`src/rtl/scan_mux.sv`:
```
// scan_mux: registered N-channel mux, manual select or dwell-timed round-robin auto scan.
// Latency 1 cycle from sel/mode/data_in to outputs; no backpressure, a new selection is taken every cycle.
module scan_mux #(
  parameter int WIDTH    = 4,
  parameter int CHANNELS = 4,
  parameter int DWELL    = 4,
  localparam int SELW    = (CHANNELS > 2) ? $clog2(CHANNELS) : 1
) (
  input  logic                         clock,
  input  logic                         resetn,
  input  logic [CHANNELS*WIDTH-1:0]    data_in,
  input  logic [SELW-1:0]              sel,
  input  logic                         mode,
  input  logic                         hold,
  output logic [WIDTH-1:0]             data_out,
  output logic [SELW-1:0]              chan_out,
  output logic                         wrap,
  output logic                         err
);

  localparam int              CNTW     = (DWELL > 1) ? $clog2(DWELL) : 1;
  localparam logic [SELW:0]   NCH      = (SELW+1)'(CHANNELS);
  localparam logic [SELW-1:0] LAST_CH  = SELW'(CHANNELS - 1);
  localparam logic [CNTW-1:0] LAST_CNT = CNTW'(DWELL - 1);

  logic [SELW-1:0]  ptr_q, ptr_d;
  logic [CNTW-1:0]  cnt_q, cnt_d;
  logic             mode_q, mode_d;
  logic [WIDTH-1:0] data_out_q, data_out_d;
  logic [SELW-1:0]  chan_out_q, chan_out_d;
  logic             wrap_q, wrap_d;
  logic             err_q, err_d;

  logic             sel_ok;
  logic [SELW-1:0]  load_ch;

  // Indices with no matching channel read as zero.
  function automatic logic [WIDTH-1:0] pick(input logic [SELW-1:0] idx,
                                            input logic [CHANNELS*WIDTH-1:0] bus);
    pick = '0;
    for (int i = 0; i < CHANNELS; i++) begin
      if (idx == SELW'(i)) begin
        pick = bus[i*WIDTH +: WIDTH];
      end
    end
  endfunction

  assign sel_ok  = ({1'b0, sel} < NCH);
  assign load_ch = sel_ok ? sel : '0;

  always_comb begin
    ptr_d      = ptr_q;
    cnt_d      = cnt_q;
    mode_d     = mode;
    data_out_d = data_out_q;
    chan_out_d = chan_out_q;
    wrap_d     = 1'b0;
    err_d      = 1'b0;

    if (!mode) begin
      chan_out_d = sel;
      data_out_d = sel_ok ? pick(sel, data_in) : '0;
      err_d      = ~sel_ok;
    end else if (!mode_q) begin
      // Fresh entry into auto: restart from the requested channel, ignoring hold.
      ptr_d      = load_ch;
      cnt_d      = '0;
      chan_out_d = load_ch;
      data_out_d = pick(load_ch, data_in);
    end else begin
      chan_out_d = ptr_q;
      data_out_d = pick(ptr_q, data_in);
      // Previous edge was also auto, so chan_out_q came from the scan itself.
      wrap_d     = (ptr_q == '0) && (chan_out_q == LAST_CH);
      if (!hold) begin
        if (cnt_q == LAST_CNT) begin
          cnt_d = '0;
          ptr_d = (ptr_q == LAST_CH) ? '0 : ptr_q + SELW'(1);
        end else begin
          cnt_d = cnt_q + CNTW'(1);
        end
      end
    end
  end

  always_ff @(posedge clock or negedge resetn) begin
    if (!resetn) begin
      ptr_q      <= '0;
      cnt_q      <= '0;
      mode_q     <= 1'b0;
      data_out_q <= '0;
      chan_out_q <= '0;
      wrap_q     <= 1'b0;
      err_q      <= 1'b0;
    end else begin
      ptr_q      <= ptr_d;
      cnt_q      <= cnt_d;
      mode_q     <= mode_d;
      data_out_q <= data_out_d;
      chan_out_q <= chan_out_d;
      wrap_q     <= wrap_d;
      err_q      <= err_d;
    end
  end

  assign data_out = data_out_q;
  assign chan_out = chan_out_q;
  assign wrap     = wrap_q;
  assign err      = err_q;

endmodule

```
`config.mk`:
```
export PLATFORM = sky130hd
export DESIGN_NAME = scan_mux
export DESIGN_NICKNAME = d
export VERILOG_FILES = /design/src/rtl/scan_mux.sv
export SDC_FILE = /design/constraint.sdc
export NUM_CORES = 1
export LEC_CHECK = 0
export BUFFER_PORTS_ARGS = -buffer_cell sky130_fd_sc_hd__buf_2
export CAP_MARGIN = 20
export CORE_UTILIZATION = 47
export CTS_CLUSTER_SIZE = 14
export DETAILED_ROUTE_END_ITERATION = 10
export PLACE_DENSITY = 0.87
export SLEW_MARGIN = 20
export SYNTH_ARGS = -nofsm -noshare
export SYNTH_HDL_FRONTEND = slang
export SYNTH_SLANG_ARGS = --single-unit
```
`constraint.sdc`:
```
create_clock -name clock -period 1.76 [get_ports clock]
set_input_delay 0.352 -clock clock [delete_from_list [all_inputs] [get_ports clock]]
set_output_delay 0.352 -clock clock [all_outputs]
set_load 0.01 [all_outputs]
```
==> flow_summary.yaml, run 1 <==
clock_network:
  clkSlewWorstSetupHoldPaths_ns: 0.07
  root_buffer: "clkbuf_4"
  cts_tree: "built"
  htreeDepth: 1
  clk_path_buf_depth: 2
  ctsResizeCount: 0
  insertion_delay_ns: 0.27
  cts.sinks: 12
  cts_buffers: 3
floorplan:
  initial_utilization: 0.524
  die_w_um: 43.7
  fp.coreArea_mm2: 0.00156
  die-area_mm2: 0.00191
  num_rows: 14
  io_pins: 30
  dieHeight_um: 43.7
sta:
  period_minus_slack_ns: 1.56
  skew_ns: 0.00123
  max_freq_ghz: 0.640
  setup-tns-final_ns: 0
  post-route-period-util: 0.888
  report.final.slew_viol_count: 0
  finalSetupViolCount: 0
  finalHoldViolations: 0
  rsz0062_at_grt: "no"
place:
  io_buffers: 28
  place.gp.congestion: 0.855
  dp_hpwl_um: 1440
logic_synthesis:
  synth_fa_ha_area_frac: 0.0766
  yosysSeqAreaShare: 0.368
  postSynthAreaPerCell_um2: 10.1
  synth.cell_area_um2: 817
  synth.mux.area_fraction: 0.138
  yosysWarnings: 0
  syn_nets: 108
  synth-simple-area-share: 0.138
  synth_top_family_by_area: "compound AO/OA/AOI/OAI gates"
  synth.distinct_cells: 26
  synth_flop_cell: "dfrtp_1"
  synth_compound_area_frac: 0.187
  synth-seq-cells: 12
  synth_xor_area_frac: 0
  synth_edf_count: 0
  async_flop_share: 1.00
  syn_inst: 81
drt:
  wl_per_cell_um: 14.4
  wl_um: 1820
  drc_errors: 3
  drt-initial-drc-count: 33
  first_pass_iters: 7
  vias_per_cell: 5.98
  vias: 754
  antenna_left: 0
layout:
  fillCellCount: 114
  drive_above_1_share: 0.364
  final_nets: 138
  diodes: 0
  area_growth_pct: 21.9
  final_cell_mix: "28 x buf_2, 12 x dfrtp_1, 10 x inv_1"
  register_area_um2: 300
  layout_commonest_cell: "buf_2"
  multi_input_area_um2: 444
power_and_ir_drop:
  power_density_mw_per_mm2: 857
  p_leak_nw: 0.477
  ir_worst_vdd_v: 0.000504
  p_total_uw: 854
global_route:
  grt_overflow: 0
  grtUsageTotal: 0.217
  antenna_found_initial: 0
  grt_max_degree: 13
  grt_pass1_vias: 694
  grt_pass1_wl_um: 3020
critical_path:
  cp-start-kind: "flop"
  rr_startpoint: "ptr_q[1]"
  cp-end-kind: "flop"
  arrival_ns: 1.75
  setup.worst_path.class: "reg -> reg"
  worstPathRequired_ns: 1.95
  setup.worst_path.start: "ptr_q[1]"
  path_max_fanout: 8
status:
  status: "complete, but fails checks"
  violations: "DRC"
hold_path:
  hp-class: "in -> reg"
  min-delay-start: "mode"
run:
  cap_violations: 0
[worst max-delay path, cell delays in order (launching register included)]
cell and delay, ns:
dfrtp_1 0.42, inv_1 0.09, ha_1 0.28, nand3b_1 0.21
a221o_1 0.32, a31oi_1 0.16
[cells in the mapped netlist (2+ instances only)]
cell type | count | area [um^2]
nand3b_1 | 4 | 30.0
ha_1 | 5 | 62.6
nand2_1 | 4 | 15.0
dfrtp_1 | 12 | 300
mux4_2 | 4 | 90.1
mux2_2 | 2 | 22.5
a21oi_1 | 6 | 30.0
a22oi_1 | 2 | 15.0
nor2_1 | 5 | 18.8
and2_1 | 2 | 12.5
inv_1 | 10 | 37.5
a221o_1 | 4 | 40.0
buf_4 | 2 | 15.0
a31oi_1 | 4 | 25.0
o22ai_1 | 4 | 25.0
[power breakdown]
part	total [mW]	switching [mW]	internal (mW)	leakage [nW]
clock network	0.214	0.0879	0.126	0.0210
logic	0.298	0.152	0.147	0.311
registers	0.342	0.0277	0.314	0.146
[layout make-up]
class	instances	area share
repair buffers	30	0.158
well taps	16	0.0201
clock buffers	4	0.0364
flip-flops and latches	12	0.302
inverters	10	0.0377
multi-input cells	54	0.446
[layer usage]
| metal | GRT usage | vias to the layer above | part of all wire |
|---|---|---|---|
| met3 | 0.0125 | 2 | 0.055 |
| met5 | 0 | - | 0 |
| met4 | 0.156 | 0 | 0.010 |
| met1 | 0.300 | 364 | 0.43 |
| met2 | 0.322 | 34 | 0.50 |
| li1 | - | 354 | - |
[registers in the layout (all words and copies together), names as in the netlist]
register and cells:
data_out 4, chan_out 2, cnt_q 2, ptr_q 2, mode_q 1, wrap 1
[through the flow]
step	instances	util	hold slack [ns]	setup WS, ns	instance area [um^2]
global route	126	0.639	0.231	0.0865	996
global placement	121	0.609	0.246	0.280	950
detailed placement	121	0.609	0.247	0.240	950
floorplan	81	-	0.0564	0.411	817
finish	126	0.639	0.261	0.197	996
CTS	126	0.639	0.238	0.221	996
[what timing repair did]
item                                   CTS  global route
buffers inserted                         0             0
hold buffers                             1             0
endpoints found under the hold margin   12             0
[path summary, 6_finish.rpt]
kind	endpoint	slack [ns]	cells past startpoint
setup / recovery	data_out[1]	0.20	5
hold / removal	mode_q	0.26	1
setup reg to reg	data_out[1]	0.20	5
hold reg to reg	wrap	0.55	1
max in group asynchronous	ptr_q[1]	1.05	2
min in group asynchronous	chan_out[0]	0.50	2
[cell families after synthesis]
kind of cell / Yosys count
and+or+nand+nor: 20
DFF: 12
adders and majority gates: 5
muxes: 6
buffers and inverters: 15
other: 1
AOI/OAI and AO/OA: 22
No activity file was read; power rests on OpenSTA's default activity.
==> run 2: changes to the inputs <==
==> constraint.sdc (replaced) <==
create_clock -name clock -period 1.76 [get_ports clock]
set_input_delay 0.088 -clock clock [delete_from_list [all_inputs] [get_ports clock]]
set_output_delay 0.088 -clock clock [all_outputs]
set_load 0.01 [all_outputs]
==> flow_summary.yaml, run 2 (synthesis gave the netlist of run 1 again) <==
status:
  status: "complete, but fails checks"
  violations: "DRC"
power_and_ir_drop:
  p_sw_frac: 0.312
  power_switching_uw: 267
  p_int_uw: 588
  p_leak_nw: 0.482
  power_density_mw_per_mm2: 850
  power_frac_clock: 0.249
  p_seq_frac: 0.400
  combPwrFrac: 0.351
  ir_worst_vdd_v: 0.000505
layout:
  final_cell_mix: "28 x buf_2, 12 x dfrtp_1, 10 x inv_1"
  register_area_um2: 300
  final_core_util: 0.645
  drive_above_1_share: 0.360
  area_growth_pct: 23.1
  multi_input_area_um2: 444
  largest_reg_flops: 4
  fillCellCount: 113
  layout_commonest_cell: "buf_2"
  diodes: 0
  final_nets: 139
  final_area_mm2: 0.00101
drt:
  wl_um: 1820
  drt-initial-drc-count: 32
  first_pass_iters: 7
  drc_errors: 3
  vias_per_cell: 5.98
  wl_per_cell_um: 14.3
  antenna_left: 0
  vias: 760
critical_path:
  r2r_cells: 5
  arrival_ns: 1.75
  cp-end-kind: "flop"
  r2r-end: "data_out[1]"
  worstPathRequired_ns: 1.95
  crit_path_max_incr_delay_ns: 0.42
  path_max_fanout: 8
  setup.worst_path.class: "reg -> reg"
  path_cells: "inv_1 > ha_1 > nand3b_1 > a221o_1 > a31oi_1"
  critPathCapture: "data_out[1]"
  slowest_stage: "dfrtp_1"
  cp-start-kind: "flop"
  rr_startpoint: "ptr_q[1]"
  r2r_slack_ns: 0.20
  setup.worst_path.start: "ptr_q[1]"
sta:
  setup-tns-final_ns: 0
  max_freq_ghz: 0.640
  post-route-period-util: 0.888
  rsz0062_at_grt: "no"
  finalHoldViolations: 0
  period_minus_slack_ns: 1.56
  report.final.slew_viol_count: 0
  finalSetupViolCount: 0
  skew_ns: 0.000673
place:
  placed_cell_area_um2: 950
  io_buffers: 28
  dp_hpwl_um: 1440
  place.gp.congestion: 0.855
clock_network:
  cts_tree: "built"
  postCtsSetupRepairBufs: 0
  htreeDepth: 1
  insertion_delay_ns: 0.27
  clkSlewWorstSetupHoldPaths_ns: 0.07
  cts.sinks: 12
  clk_path_buf_depth: 2
  root_buffer: "clkbuf_4"
  cts_buffers: 3
  cts_hold_buf: 2
  ctsResizeCount: 0
global_route:
  busiest_layer: "met2"
  grtUsageTotal: 0.217
  grt_pass1_vias: 694
  grt_max_degree: 13
  grt_overflow: 0
  antenna_found_initial: 0
  met1_usage: 0.300
  grt_pass1_wl_um: 3020
  use_met3: 0.0125
  met2_usage: 0.322
floorplan:
  num_rows: 14
  die-area_mm2: 0.00191
  fp.coreArea_mm2: 0.00156
  initial_utilization: 0.524
  dieHeight_um: 43.7
  die_w_um: 43.7
  io_pins: 30
run:
  cap_violations: 0
hold_path:
  hp-class: "in -> reg"
run 2: changes by cell type in the layout (fill, tap and decap cells not counted):
cell           before  now
dlygate4sd3_1       1    2
run 2: per-layer routing:
metal	wire, um	share of wire
met1	811	0.45
met2	899	0.49
met3	90	0.049
met4	19	0.010
met5	0	0
run 2: final cells by class:
type	instances	area share
inverter	10	0.0373
timing repair buffer	31	0.167
sequential	12	0.299
multi-input combinational	54	0.442
clock buffer	4	0.0361
tap	16	0.0199
run 2: through the flow:
step / setup slack, ns / total power [mW] / std cells / hold slack, ns
CTS: 0.221 / 0.863 / 127 / 0.0767
global route: 0.0865 / 0.911 / 127 / 0.0853
global placement: 0.280 / 0.623 / 121 / -0.0184
detailed placement: 0.240 / 0.641 / 121 / -0.0165
floorplan: 0.411 / 0.545 / 81 / -0.208
finish: 0.196 / 0.855 / 127 / 0.0849
run 2: worst min-delay path by stage:
stage | cells after the start | startpoint | slack, ns | end
detailed placement | 1 | resetn | -0.02 | wrap
finish | 3 | data_in[12] | 0.08 | data_out[0]
global route | 3 | data_in[13] | 0.09 | data_out[1]
global placement | 1 | resetn | -0.02 | mode_q
CTS | 3 | data_in[13] | 0.08 | data_out[1]
floorplan | 0 | resetn | -0.21 | chan_out[0]
run 2: power groups by stage:
| stage | combinational (mW) | clock (mW) | sequential (mW) |
|---|---|---|---|
| after global placement | 0.278 | 0 | 0.345 |
| after global routing | 0.328 | 0.236 | 0.348 |
| after detailed placement | 0.295 | 0 | 0.347 |
| final | 0.300 | 0.213 | 0.342 |
| after CTS | 0.298 | 0.223 | 0.341 |
| after floorplan | 0.192 | 0 | 0.353 |
run 2: critical path: cells and delay by family, from the launching register on:
family                   cells  cell delay [ns]
AO/OA/AOI/OAI                2             0.48
buffers and inverters        1             0.10
adder cells (fa/ha/maj)      1             0.28
AND/OR/NAND/NOR              1             0.21
flip-flops                   1             0.42
==> run 3: changes to the inputs <==
--- a/config.mk
+++ b/config.mk
@@ -7,5 +7,6 @@
 export LEC_CHECK = 0
+export ABC_AREA = 1
 export BUFFER_PORTS_ARGS = -buffer_cell sky130_fd_sc_hd__buf_2
 export CAP_MARGIN = 20
-export CORE_UTILIZATION = 47
+export CORE_UTILIZATION = 48
 export CTS_CLUSTER_SIZE = 14
--- a/constraint.sdc
+++ b/constraint.sdc
@@ -3,2 +3,2 @@
 set_output_delay 0.088 -clock clock [all_outputs]
-set_load 0.01 [all_outputs]
+set_load 0.1 [all_outputs]
==> flow_summary.yaml, run 3 <==
logic_synthesis:
  yosysSeqAreaShare: 0.350
  synth_flop_cell: "dfrtp_1"
  yosysTopAreaCell: "dfrtp_1"
  yosysMostFrequentCell: "nand2_1"
  yosys-top-cells-area: "dfrtp_1 35%, nand2_1 12%, nand3_1 12%"
  synth_edf_count: 0
  synth.cell_area_um2: 858
  async_flop_share: 1.00
  syn_nets: 153
  synth.distinct_cells: 18
  yosysWarnings: 0
  synth.top_cell.area_share: 0.350
  postSynthAreaPerCell_um2: 6.81
  yosys-top-cells-count: "28 x nand2_1, 21 x nand3_1, 16 x inv_1, 13 x a21oi_1"
  syn_inst: 126
  synth-seq-cells: 12
sta:
  period_minus_slack_ns: 1.39
  report.final.slew_viol_count: 0
  setup-tns-final_ns: 0
  finalHoldViolations: 0
  rsz0062_at_grt: "no"
  post-route-period-util: 0.789
  finalSetupViolCount: 0
  max_freq_ghz: 0.720
  skew_ns: 0.00155
floorplan:
  die_w_um: 44.3
  die-area_mm2: 0.00196
  fp.coreArea_mm2: 0.00159
  io_pins: 30
  dieHeight_um: 44.3
  num_rows: 14
  initial_utilization: 0.538
global_route:
  grt_overflow: 0
  grt_max_degree: 13
  grt_pass1_wl_um: 3420
  antenna_found_initial: 0
  grtUsageTotal: 0.238
  grt_pass1_vias: 847
critical_path:
  critPathCapture: "data_out[1]"
  setup.worst_path.class: "reg -> reg"
  r2r_slack_ns: 0.37
  path_cells: "inv_1 > ha_1 > a21oi_1 > a21oi_1 > nor2_1"
  crit_path_max_incr_delay_ns: 0.40
  r2r_cells: 5
  cpMostUsedCell: "a21oi_1"
  cp-start-kind: "flop"
  rr_startpoint: "ptr_q[0]"
  path_max_fanout: 8
  worstPathRequired_ns: 1.92
  slowest_stage: "dfrtp_1"
  r2r-end: "data_out[1]"
  setup.worst_path.start: "ptr_q[0]"
  arrival_ns: 1.55
  cp-end-kind: "flop"
layout:
  final_core_util: 0.657
  drive_above_1_share: 0.234
  final_cell_mix: "28 x nand2_1, 28 x buf_2, 21 x nand3_1"
  fin_cells: 178
  final_nets: 182
  area_growth_pct: 22.0
  final_area_mm2: 0.00105
  diodes: 0
  largest_reg_flops: 4
drt:
  vias_per_cell: 5.02
  drc_errors: 0
  drt-initial-drc-count: 40
  wl_per_cell_um: 11.4
  wl_um: 2040
  first_pass_iters: 4
  antenna_left: 0
  vias: 893
power_and_ir_drop:
  power_density_mw_per_mm2: 956
  ir_worst_vdd_v: 0.000769
  p_leak_nw: 0.585
clock_network:
  clkSlewWorstSetupHoldPaths_ns: 0.07
  ctsResizeCount: 0
  root_buffer: "clkbuf_4"
  postCtsSetupRepairBufs: 0
  clk_path_buf_depth: 2
  cts_buffers: 3
  cts.sinks: 12
  cts_tree: "built"
  cts_hold_buf: 2
  insertion_delay_ns: 0.27
  htreeDepth: 1
place:
  place.gp.congestion: 0.885
  dp_hpwl_um: 1580
  dp_cells: 172
  placed_cell_area_um2: 991
  io_buffers: 28
run:
  cap_violations: 0
hold_path:
  hp-class: "in -> reg"
status:
  status: "completed"
-- run 3: cell types whose count changed in the layout (fill, tap and decap cells not counted), sizes merged, moves of 6 or more --
cell,previous run,this run
inv,10,16
a21oi,6,14
o21ai,0,6
nand3,0,21
nand2,4,30
nor2,5,12
-- run 3: kinds of logic (layout without fill, tap and decap cells) --
| group | count (synthesis) | in the layout | synth area share |
|---|---|---|---|
| and+or+nand+nor | 64 | 64 | 0.318 |
| AOI/OAI and AO/OA | 22 | 22 | 0.141 |
| buffers and inverters | 22 | 50 | 0.114 |
| DFF | 12 | 12 | 0.350 |
| adders and majority gates | 5 | 5 | 0.0729 |
| other | 1 | 1 | 0.00437 |
-- run 3: final cells by class --
| cell class | instances | area, um^2 |
|---|---|---|
| Timing Repair Buffer | 30 | 160 |
| Fill cell | 149 | 547 |
| Sequential cell | 12 | 300 |
| Clock buffer | 4 | 36.3 |
| Tap cell | 24 | 30.0 |
| Multi-Input combinational cell | 92 | 460 |
| Inverter | 16 | 60.1 |
-- run 3: report_power, final --
group | switching, mW | internal, mW
combinational | 0.337 | 0.118
clock | 0.0873 | 0.126
sequential | 0.0204 | 0.313
-- run 3: how the worst min path moves through the flow --
stage	startpoint	to	slack (ns)	cells past startpoint
global placement	resetn	wrap	-0.03	1
detailed placement	resetn	wrap	-0.03	1
floorplan	resetn	chan_out[0]	-0.21	0
global route	hold	cnt_q[1]	0.19	4
finish	data_in[12]	data_out[0]	0.13	5
CTS	data_in[12]	data_out[0]	0.13	5
-- run 3: stage by stage --
step	hold WS (ns)	setup WS, ns	total power [mW]
final	0.128	0.372	1.00
after global routing	0.190	0.263	1.06
after CTS	0.127	0.408	1.00
after detailed placement	-0.0290	0.424	0.784
after global placement	-0.0276	0.469	0.772
after floorplan	-0.208	0.526	0.687
-- run 3: critical path, delay by kind of cell (launching register included) --
family / cells / cell delay, ns
buffers and inverters: 1 / 0.14
AOI/OAI and AO/OA: 2 / 0.31
DFF: 1 / 0.40
and+or+nand+nor: 1 / 0.08
adders and majority gates: 1 / 0.35
-- run 3: per-layer routing --
metal  GRT usage  vias up  share of wire
li1            -      459              -
met1       0.304      389           0.42
met2       0.385       45           0.51
met3      0.0735        0          0.073
met4      0.0727        0              0
met5           0        -              0
